File: src/rtl/timer_pkg.sv
// Shared definitions for the timer interrupt path: FSM encoding and source limits.
package timer_pkg;

  localparam int TIMER_IRQ_PULSE_LEN = 16;
  localparam int TIMER_MAX_SRC       = 16;

  typedef enum logic [1:0] {
    IDLE    = 2'd0,
    REQ     = 2'd1,
    SERVICE = 2'd2
  } irq_state_t;

endpackage

File: src/rtl/timer_irq_prio.sv
// Fixed-priority encoder: the lowest set index of cand wins.
module timer_irq_prio
  import timer_pkg::*;
#(
  parameter int N_SRC = 4,
  parameter int ID_W  = $clog2(N_SRC)
) (
  input  logic [N_SRC-1:0] cand,
  output logic             valid,
  output logic [ID_W-1:0]  id
);

  // scan from the top down so the lowest candidate is written last
  always_comb begin
    valid = |cand;
    id    = {ID_W{1'b0}};
    for (int i = N_SRC - 1; i >= 0; i--) begin
      id = cand[i] ? ID_W'(i) : id;
    end
  end

endmodule

File: src/rtl/timer_irq_ctrl.sv
// Timer interrupt controller: edge-detected sticky pending bits, enable mask, fixed-priority
// request with ack/eoi handshake. Define TIMER_IRQ_SYNC_EN to add a 2-flop input synchronizer.
module timer_irq_ctrl
  import timer_pkg::*;
#(
  parameter int N_SRC = 4,
  parameter int ID_W  = $clog2(N_SRC)
) (
  input  logic             clk,
  input  logic             rst,
  input  logic [N_SRC-1:0] irq_in,
  input  logic             en_wr,
  input  logic [N_SRC-1:0] en_wdata,
  input  logic             clr_wr,
  input  logic [N_SRC-1:0] clr_wdata,
  input  logic             ack,
  input  logic             eoi,
  output logic             irq_out,
  output logic [ID_W-1:0]  irq_id,
  output logic [N_SRC-1:0] pending,
  output logic [N_SRC-1:0] overflow,
  output logic [N_SRC-1:0] enable
);

  irq_state_t       state_r;
  logic             irq_out_r;
  logic [ID_W-1:0]  irq_id_r;
  logic [N_SRC-1:0] pending_r;
  logic [N_SRC-1:0] overflow_r;
  logic [N_SRC-1:0] enable_r;
  logic [N_SRC-1:0] irq_d_r;

  logic [N_SRC-1:0] irq_s;
  logic [N_SRC-1:0] rise_s;
  logic [N_SRC-1:0] wclr_s;
  logic [N_SRC-1:0] aclr_s;
  logic [N_SRC-1:0] clr_all_s;
  logic [N_SRC-1:0] id_oh_s;
  logic [N_SRC-1:0] pending_nxt_s;
  logic [N_SRC-1:0] overflow_nxt_s;
  logic [N_SRC-1:0] cand_s;
  logic             keep_s;
  logic             prio_valid_s;
  logic [ID_W-1:0]  prio_id_s;

`ifdef TIMER_IRQ_SYNC_EN
  logic [N_SRC-1:0] sync1_r;
  logic [N_SRC-1:0] sync2_r;

  // two-flop synchronizer for sources running on a foreign clock
  always_ff @(posedge clk) begin
    if (!rst) begin
      sync1_r <= {N_SRC{1'b0}};
      sync2_r <= {N_SRC{1'b0}};
    end else begin
      sync1_r <= irq_in;
      sync2_r <= sync1_r;
    end
  end

  assign irq_s = sync2_r;
`else
  assign irq_s = irq_in;
`endif

  // next-state of the sticky bits; a set always beats a clear on the same bit
  always_comb begin
    rise_s         = irq_s & ~irq_d_r;
    wclr_s         = clr_wr ? clr_wdata : {N_SRC{1'b0}};
    id_oh_s        = {{(N_SRC-1){1'b0}}, 1'b1} << irq_id_r;
    aclr_s         = ((state_r == REQ) && ack) ? id_oh_s : {N_SRC{1'b0}};
    clr_all_s      = wclr_s | aclr_s;
    pending_nxt_s  = (pending_r & ~clr_all_s) | rise_s;
    overflow_nxt_s = (overflow_r & ~wclr_s) | (rise_s & pending_r & ~clr_all_s);
    cand_s         = pending_r & enable_r;
    keep_s         = |(cand_s & id_oh_s);
  end

  timer_irq_prio #(
    .N_SRC (N_SRC),
    .ID_W  (ID_W)
  ) u_prio (
    .cand  (cand_s),
    .valid (prio_valid_s),
    .id    (prio_id_s)
  );

  // edge detector history plus pending/overflow/enable registers
  always_ff @(posedge clk) begin
    if (!rst) begin
      irq_d_r    <= {N_SRC{1'b0}};
      pending_r  <= {N_SRC{1'b0}};
      overflow_r <= {N_SRC{1'b0}};
      enable_r   <= {N_SRC{1'b0}};
    end else begin
      irq_d_r    <= irq_s;
      pending_r  <= pending_nxt_s;
      overflow_r <= overflow_nxt_s;
      enable_r   <= en_wr ? en_wdata : enable_r;
    end
  end

  // request/ack/eoi handshake; the FSM decides from registered pending/enable only
  always_ff @(posedge clk) begin
    if (!rst) begin
      state_r   <= IDLE;
      irq_out_r <= 1'b0;
      irq_id_r  <= {ID_W{1'b0}};
    end else begin
      case (state_r)
        IDLE: begin
          if (prio_valid_s) begin
            state_r   <= REQ;
            irq_out_r <= 1'b1;
            irq_id_r  <= prio_id_s;
          end else begin
            irq_out_r <= 1'b0;
          end
        end
        REQ: begin
          if (ack) begin
            state_r   <= SERVICE;
            irq_out_r <= 1'b0;
          end else if (!keep_s) begin
            state_r   <= IDLE;
            irq_out_r <= 1'b0;
          end else begin
            irq_out_r <= 1'b1;
          end
        end
        SERVICE: begin
          irq_out_r <= 1'b0;
          if (eoi) begin
            state_r <= IDLE;
          end else begin
            state_r <= SERVICE;
          end
        end
        default: begin
          state_r   <= IDLE;
          irq_out_r <= 1'b0;
        end
      endcase
    end
  end

  assign irq_out  = irq_out_r;
  assign irq_id   = irq_id_r;
  assign pending  = pending_r;
  assign overflow = overflow_r;
  assign enable   = enable_r;

endmodule
File: config.mk
export PLATFORM = sky130hd
export DESIGN_NAME = timer_irq_ctrl
export DESIGN_NICKNAME = d
export VERILOG_FILES = /design/src/rtl/timer_pkg.sv /design/src/rtl/timer_irq_prio.sv /design/src/rtl/timer_irq_ctrl.sv
export SDC_FILE = /design/constraint.sdc
export NUM_CORES = 1
export LEC_CHECK = 0
export BUFFER_PORTS_ARGS = -buffer_cell sky130_fd_sc_hd__buf_2
export CAP_MARGIN = 20
export CORE_MARGIN = 2
export CORE_UTILIZATION = 42
export CTS_BUF_LIST = sky130_fd_sc_hd__clkbuf_4 sky130_fd_sc_hd__clkbuf_8 sky130_fd_sc_hd__clkbuf_16
export DETAILED_ROUTE_END_ITERATION = 8
export PLACE_DENSITY = 0.81
export SLEW_MARGIN = 20
export SYNTH_ARGS = -nofsm -noshare
export SYNTH_HDL_FRONTEND = slang
export SYNTH_SLANG_ARGS = --single-unit
File: constraint.sdc
create_clock -name clk -period 1.2 [get_ports clk]
set_input_delay 0.12 -clock clk [delete_from_list [all_inputs] [get_ports clk]]
set_output_delay 0.12 -clock clk [all_outputs]
set_load 0.02 [all_outputs]
==> flow_summary.ini, run 1 <==
[placement]
routabilityCongestion = 0.7981
place_area_sq_mm = 0.001126
dp_hpwl_um = 1570
placed_cells = 150
numPortBuffers = 32

[timing]
post-route-period-util = 0.9850
slew_viol_final = 0
setup_viol_count_final = 0
tightest_slew_ns = 0.3508
timing.slew.headroom = 0.7661
rsz0062_at_grt = true
hold_viol_final = 0
hold-worst-slack_ns = 0.03206
skew_ns = 0.006723
fmax_mhz = 846.0
fin_setup_tns_ns = 0
min_period_ns = 1.182

[pwr]
power_w = 0.001359
p_leak_nw = 0.5873
p_per_area_mw_per_mm2 = 1115
ir_drop_mv = 0.6261

[floorplan]
die_w_um = 50.25
core_sq_mm = 0.001982
die-height_um = 50.25
rows = 16
pin_count = 33
start_util = 0.4533
die_area_sq_mm = 0.002525

[synth]
synthFlopType = dfxtp_1
synth_area_leaders = dfxtp_1, nand2_1, mux2i_1
syn-cell-area_sq_um = 898.4
ys_seq_area_frac = 0.4680
syn_nets = 108
yosysTopAreaCell = dfxtp_1
ys_ff_latch = 21
synth_cell_types = 30
synth-edff-count = 0
netlist_instances = 90
synth_warnings = 0
syn_avg_cell_area_sq_um = 9.982
async_flop_share = 0
netlist.area_leader.share = 0.4680

[cts]
cts_tree = done
clock-sinks = 21
holdBufCountCts = 0
htree_levels = 1
clk_latency_ns = 0.29
root_buffer = clkbuf_4
cts.path.max_buffers = 2
clkTransAtPathRegs_ns = 0.11
cts_buffers = 3

[global_route]
grt.total_usage = 0.1684
grt_max_degree = 23
grt_overflow = 0
grt_pass1_wl_um = 3263
grt_pass1_vias = 800
antenna_found_initial = 0

[final_layout]
stdcell_count = 158
syn_to_final_growth_pct = 35.65
nNetsFinal = 150
fill_cells = 167
fin_area_sq_mm = 0.001219
antenna-diode-count = 0
drive_above_1_share = 0.5038

[route]
drtAntennaViolNets = 0
post_drt_wl_per_cell_um = 12.43
first_iter_violations = 5
totalWireLength_um = 1964
num_vias = 831
firstDrtPassIters = 4
viasPerCell = 5.259
drc = 0

[setup_path]
start_kind = flop
slowest_delay_ns = 0.34
path_cells = nand3b_1 > o311a_1 > o211a_1
path_class = reg -> reg
cp-end-kind = flop
cp_slowest_cell = dfxtp_2
critical_path_required_ns = 1.40
worstPathArrival_ns = 1.38
cp_max_fo = 4

[min_path]
hp-class = in -> reg

[job]
max-cap-violations = 0

[run_status]
status = finished, final reports clean
-- synth_stat cells, drive strengths merged, types with 2 or more instances --
cell type   n
inv         3
nor2b       6
o311a       4
o21a        2
a21o        2
clkbuf      3
nand3b      2
mux2i       4
a21oi       3
o2bb2ai     2
nand2      12
a21boi      3
dfxtp      21
o211a       4
and2        4
o211ai      3
-- final cells by class --
type                    instances  area [sq um]  area share
repair buffers                 41         227.7      0.1869
multi-input cells              62         478.0      0.3922
inverters                       3         11.26    0.009240
clock buffers                   4         30.03     0.02464
well taps                      27         33.78     0.02772
flip-flops and latches         21         437.9      0.3593
-- layout by cell type (no fill, tap or decap), types with 2 or more instances in the layout --
cell and count:
a21boi_0 3, a21oi_1 3, and2_1 4, buf_2 32, buf_4 9, clkbuf_4 4
dfxtp_1 9, dfxtp_2 11, inv_1 3, mux2i_1 4, nand2_1 8, nand2_2 4
nand3b_1 2, nor2b_1 6, o211a_1 4, o211ai_1 3, o21a_1 2, o2bb2ai_2 2
o311a_1 4
-- repair_timing --
item	in CTS	in global routing
resized for setup	0	9
pin swaps	1	0
endpoints found under the setup margin	1	10
buffers inserted	1	3
-- logic make-up (layout without fill, tap and decap cells) --
family | count (synthesis) | after routing | share of synthesized area
AOI/OAI and AO/OA | 28 | 28 | 0.2563
buffers and inverters | 7 | 48 | 0.03063
DFF | 21 | 21 | 0.4680
muxes | 5 | 5 | 0.06964
and+or+nand+nor | 29 | 29 | 0.1755
-- per-layer routing --
metal  up-vias  global-route usage  wire (um)
met1       391              0.1922        817
met3         0             0.03869        150
li1        409                   -          -
met2        31              0.2895        996
met4         0             0.08796          0
met5         -                   0          0
-- path summary, 6_finish.rpt --
check           endpoint   startpoint  depth (start not counted)  slack [ns]
max          overflow[0]    irq_id[0]                          3        0.02
min           irq_d_r[0]    irq_in[0]                          2        0.03
max reg2reg  overflow[0]    irq_id[0]                          3        0.02
min reg2reg  overflow[3]  overflow[3]                          2        0.46
-- worst max-delay path, delay by kind of cell, from the launching register on --
kind / cells / cell delay, ns
simple gates: 1 / 0.23
compound gates: 2 / 0.53
flops: 1 / 0.34
-- state kept, by name, indices dropped and copies added, names as in the netlist --
name	cells
overflow	4
irq_out	1
state_r	2
irq_d_r	4
irq_id	2
enable	4
pending	4
-- power by group --
part           switching, W  internal [W]  total (W)
clock              0.000193      0.000152   0.000344
combinational      0.000126      0.000118   0.000244
sequential        0.0000310      0.000740   0.000771
-- through the flow --
stage               setup WS (ns)  utilization
finish                    0.01802       0.6149
detailed placement        0.01557       0.5682
global placement          0.06655       0.5682
global route             -0.03932       0.6149
CTS                      0.003521       0.5871
floorplan                 0.03819            -
(Power assumes the default switching activity.)
==> run 2, diff against run 1 <==
--- a/config.mk
+++ b/config.mk
@@ -8,10 +8,10 @@
 export BUFFER_PORTS_ARGS = -buffer_cell sky130_fd_sc_hd__buf_2
 export CAP_MARGIN = 20
 export CORE_MARGIN = 2
-export CORE_UTILIZATION = 42
+export CORE_UTILIZATION = 45
 export CTS_BUF_LIST = sky130_fd_sc_hd__clkbuf_4 sky130_fd_sc_hd__clkbuf_8 sky130_fd_sc_hd__clkbuf_16
 export DETAILED_ROUTE_END_ITERATION = 8
-export PLACE_DENSITY = 0.81
+export PLACE_DENSITY = 0.83
 export SLEW_MARGIN = 20
 export SYNTH_ARGS = -nofsm -noshare
 export SYNTH_HDL_FRONTEND = slang
==> constraint.sdc (replaced) <==
create_clock -name clk -period 1.5 [get_ports clk]
set_input_delay 0.15 -clock clk [delete_from_list [all_inputs] [get_ports clk]]
set_output_delay 0.15 -clock clk [all_outputs]
set_load 0.02 [all_outputs]
==> run 2 against run 1 <==
Die area is 6.2% lower. Core utilization is 3.9 points lower. Global-route usage is 0.54 points lower. Worst setup slack better by 0.21 ns. Non-clock buffer count is 9 lower. Count of clock-buffer cells in the layout stayed put. Hold slack better by 0.037 ns. Cell area is 9.2% lower. Clock skew is 0.0050 ns lower. Sequential share of layout area is 2.1 points higher. Sequential cell count stayed put. Critical path type unchanged. Largest power group unchanged.
==> flow_summary.ini, run 2 (synthesis gave the netlist of run 1 again) <==
[run_status]
status = finished, final reports clean

[cts]
clk_latency_ns = 0.29
post-cts-setup-buffers = 0
holdBufCountCts = 0
cts_tree = done
root_buffer = clkbuf_4
cts.path.max_buffers = 2
htree_levels = 1
clkTransAtPathRegs_ns = 0.11
cts_buffers = 3
clock-sinks = 21
cts_resized = 0

[placement]
dp_hpwl_um = 1419
numPortBuffers = 32
routabilityCongestion = 0.8495

[floorplan]
rows = 16
core_sq_mm = 0.001922
die_area_sq_mm = 0.002370
die_w_um = 48.68
start_util = 0.4674
die-height_um = 48.68
pin_count = 33

[min_path]
hold_depth = 2
min_from = irq_in[1]
whs_endpoint = irq_d_r[1]
hp-class = in -> reg

[setup_path]
startpoint = irq_id[1]
cp_max_fo = 8
slowest_delay_ns = 0.56
critical_path_required_ns = 1.73
r2r_start = irq_id[1]
cp_slowest_cell = mux4_2
path_class = reg -> reg
path_cells = mux4_2 > o2bb2ai_1
ff2ff_path_depth = 2
rrSetupSlack_ns = 0.23
start_kind = flop
rr_endpoint = state_r[0]
worstPathArrival_ns = 1.50
cp-end-kind = flop

[final_layout]
antenna-diode-count = 0
nNetsFinal = 141
drive_above_1_share = 0.3197
syn_to_final_growth_pct = 23.12
ff_latch_area_sq_um = 420.4
final_cell_mix = buf_2, dfxtp_1, nand2_1
multi_input_area_sq_um = 450.4
layout_commonest_cell = buf_2
fill_cells = 184

[pwr]
p_switching_w = 0.0002761
p_sw_frac = 0.2600
p_clk_frac = 0.264
p_leak_nw = 0.5320
p_per_area_mw_per_mm2 = 960.1
ir_drop_mv = 0.5322
power_w = 0.001062
comb_power_share = 0.155
sequentialPowerShare = 0.581
p_int_w = 0.0007859

[timing]
post-route-period-util = 0.8465
setup_viol_count_final = 0
skew_ns = 0.001719
timing.slew.headroom = 0.7742
hold_viol_final = 0
fin_setup_tns_ns = 0
hold-worst-slack_ns = 0.06894
rsz0062_at_grt = false
slew_viol_final = 0
tightest_slew_ns = 0.3387
fmax_mhz = 787.5
min_period_ns = 1.270

[global_route]
grt_pass1_wl_um = 3077
grt_overflow = 0
grt_max_degree = 23
antenna_found_initial = 0
grt.total_usage = 0.1631
grt_pass1_vias = 706

[route]
viasPerCell = 5.275
firstDrtPassIters = 4
num_vias = 786
drc = 0
drtAntennaViolNets = 0
post_drt_wl_per_cell_um = 12.31
first_iter_violations = 11
totalWireLength_um = 1834

[job]
max-cap-violations = 0
run 2: power by group through the flow:
stage	sequential (W)	clock (W)	combinational (W)
after floorplan	0.000652	0	0.0000780
after global routing	0.000622	0.000316	0.000180
after CTS	0.000617	0.000284	0.000165
after global placement	0.000628	0	0.000160
final	0.000617	0.000280	0.000165
after detailed placement	0.000630	0	0.000165
run 2: area by class of cell:
cell class / instances / area share
multi-input combinational: 62 / 0.4072
sequential: 21 / 0.3801
timing repair buffer: 32 / 0.1448
tap: 27 / 0.03054
clock buffer: 4 / 0.02715
inverter: 3 / 0.01018
run 2: worst max-delay path by stage:
stage / endpoint / slack [ns] / cells past startpoint
finish: state_r[0] / 0.23 / 2
global route: state_r[0] / 0.14 / 2
CTS: state_r[0] / 0.22 / 2
detailed placement: state_r[0] / 0.26 / 2
global placement: state_r[0] / 0.31 / 2
floorplan: irq_out / 0.22 / 2
run 2: worst max-delay path, delay by kind of cell, from the launching register on:
family          cells  cell delay [ns]
mux                 1             0.56
flops               1             0.50
compound gates      1             0.15
run 2: per-stage QoR:
stage	utilization	std cells	cell area, sq um	setup slack (ns)
6_report	0.5755	149	1106	0.2302
5_1_grt	0.5755	149	1106	0.1419
4_1_cts	0.5755	149	1106	0.2237
3_5_place_dp	0.5599	145	1076	0.2633
3_3_place_gp	0.5599	145	1076	0.3069
2_1_floorplan	-	90	898.4	0.2242
run 2: routing by layer:
| layer | share of wire | GRT usage |
|---|---|---|
| met2 | 0.47 | 0.2511 |
| met3 | 0.054 | 0.04321 |
| met1 | 0.47 | 0.2203 |
| met5 | 0 | 0 |
| met4 | 0.0065 | 0.05714 |
==> run 3, diff against run 2 <==
--- a/config.mk
+++ b/config.mk
@@ -8,10 +8,10 @@
 export BUFFER_PORTS_ARGS = -buffer_cell sky130_fd_sc_hd__buf_2
 export CAP_MARGIN = 20
 export CORE_MARGIN = 2
-export CORE_UTILIZATION = 45
+export CORE_UTILIZATION = 42
 export CTS_BUF_LIST = sky130_fd_sc_hd__clkbuf_4 sky130_fd_sc_hd__clkbuf_8 sky130_fd_sc_hd__clkbuf_16
 export DETAILED_ROUTE_END_ITERATION = 8
-export PLACE_DENSITY = 0.83
+export PLACE_DENSITY = 0.81
 export SLEW_MARGIN = 20
 export SYNTH_ARGS = -nofsm -noshare
 export SYNTH_HDL_FRONTEND = slang
==> constraint.sdc (replaced) <==
create_clock -name clk -period 1.1 [get_ports clk]
set_input_delay 0.11 -clock clk [delete_from_list [all_inputs] [get_ports clk]]
set_output_delay 0.11 -clock clk [all_outputs]
set_load 0.02 [all_outputs]
==> run 3 against run 2 <==
The run now ends with negative setup slack left. Fmax is 7.1% higher. Cell count is 8.7% higher. Clock skew is 0.0025 ns higher. Register-to-register slack worse by 0.32 ns. Global-route usage is 2.1 points higher. Largest power group unchanged.
==> flow_summary.ini, run 3 (synthesis gave the netlist of run 1 again) <==
[timing]
fmax_mhz = 843.2
skew_ns = 0.004172
setup_viol_count_final = 6
rsz0062_at_grt = true
post-route-period-util = 1.078
fin_setup_tns_ns = -0.3057
timing.slew.headroom = 0.7683
tightest_slew_ns = 0.3475
hold_viol_final = 0
slew_viol_final = 0
fin_ws_ns = -0.08600
min_period_ns = 1.186

[global_route]
antenna_found_initial = 0
grt_pass1_wl_um = 3581
grt_overflow = 0
grt_pass1_vias = 830
grt.total_usage = 0.1845
grt_max_degree = 23

[pwr]
p_int_w = 0.001084
p_sw_frac = 0.2810
ir_drop_mv = 0.9667
p_leak_nw = 0.6239
p_switching_w = 0.0004236
sequentialPowerShare = 0.549
p_per_area_mw_per_mm2 = 1151
comb_power_share = 0.200
p_clk_frac = 0.251

[route]
first_iter_violations = 4
drtAntennaViolNets = 0
totalWireLength_um = 2172
firstDrtPassIters = 4
drc = 0
post_drt_wl_per_cell_um = 13.41
num_vias = 850
viasPerCell = 5.247

[setup_path]
slowest_delay_ns = 0.37
cp_top_family = compound AO/OA/AOI/OAI gates
cp-end-kind = flop
cp_slowest_cell = dfxtp_4
crit_buf_inv = 0
worstPathArrival_ns = 1.40
cp_max_fo = 4
path_class = reg -> reg
start_kind = flop
path_cells = nand3b_1 > o311a_1 > o211a_1
critical_path_required_ns = 1.32

[placement]
numPortBuffers = 32
routabilityCongestion = 0.7843
dp_hpwl_um = 1600

[cts]
root_buffer = clkbuf_4
cts.path.max_buffers = 2
htree_levels = 1
clk_latency_ns = 0.31
holdBufCountCts = 0
cts_buffers = 3
clock-sinks = 21
clkTransAtPathRegs_ns = 0.12
cts_tree = done

[final_layout]
multi_input_area_sq_um = 488.0
final_core_util = 0.6610
nNetsFinal = 154
drive_above_1_share = 0.5259
antenna-diode-count = 0
layout_commonest_cell = buf_2
syn_to_final_growth_pct = 45.82
final_cell_mix = buf_2, buf_4, dfxtp_4
fill_cells = 161
ff_latch_area_sq_um = 460.4

[run_status]
status = finished, violations left
violations = negative setup slack

[floorplan]
die-height_um = 50.25
die_area_sq_mm = 0.002525
rows = 16
core_sq_mm = 0.001982
die_w_um = 50.25
pin_count = 33
start_util = 0.4533

[min_path]
hp-class = in -> reg

[job]
max-cap-violations = 0
-- run 3: final timing paths --
path                                  start          end  slack [ns]  cells after the start
worst min-delay path              irq_in[0]   irq_d_r[0]       0.005                      2
worst min register to register  overflow[3]  overflow[3]        0.45                      2
worst max-delay path              irq_id[0]  overflow[0]       -0.09                      3
worst max register to register    irq_id[0]  overflow[0]       -0.09                      3
-- run 3: power by group through the flow --
stage	logic [W]	registers, W	clock network, W
floorplan	0.000109	0.000885	0
finish	0.000301	0.000828	0.000378
detailed placement	0.000264	0.000846	0
global route	0.000325	0.000833	0.000418
global placement	0.000256	0.000844	0
CTS	0.000278	0.000828	0.000386
-- run 3: stage by stage --
stage | hold slack, ns | area [sq um] | instances | setup WS (ns) | power, W
2_1_floorplan | 0.2317 | 948.4 | 90 | -0.05886 | 0.0009942
3_3_place_gp | 0.3237 | 1209 | 156 | -0.05236 | 0.001099
3_5_place_dp | 0.3295 | 1209 | 156 | -0.07873 | 0.001110
4_1_cts | 0.002544 | 1269 | 161 | -0.07427 | 0.001492
5_1_grt | 0.003676 | 1310 | 162 | -0.1321 | 0.001576
6_report | 0.005411 | 1310 | 162 | -0.08600 | 0.001508
-- run 3: final cells by class --
type | count | area share
Multi-Input combinational cell | 62 | 0.3725
Clock buffer | 3 | 0.01719
Inverter | 3 | 0.008596
Clock inverter | 1 | 0.003820
Timing Repair Buffer | 45 | 0.2206
Tap cell | 27 | 0.02579
Sequential cell | 21 | 0.3515
-- run 3: metal layers --
| metal | GRT usage | vias to the layer above | wire [um] |
|---|---|---|---|
| li1 | - | 419 | - |
| met2 | 0.3136 | 27 | 1057 |
| met1 | 0.2063 | 398 | 917 |
| met5 | 0 | - | 0 |
| met4 | 0.1019 | 0 | 43 |
| met3 | 0.05060 | 6 | 154 |
-- run 3: repair_timing --
item                       CTS  global route
setup buffers                1             1
pin swaps                    0             0
resized for setup            6            12
setup endpoints to repair    9            16
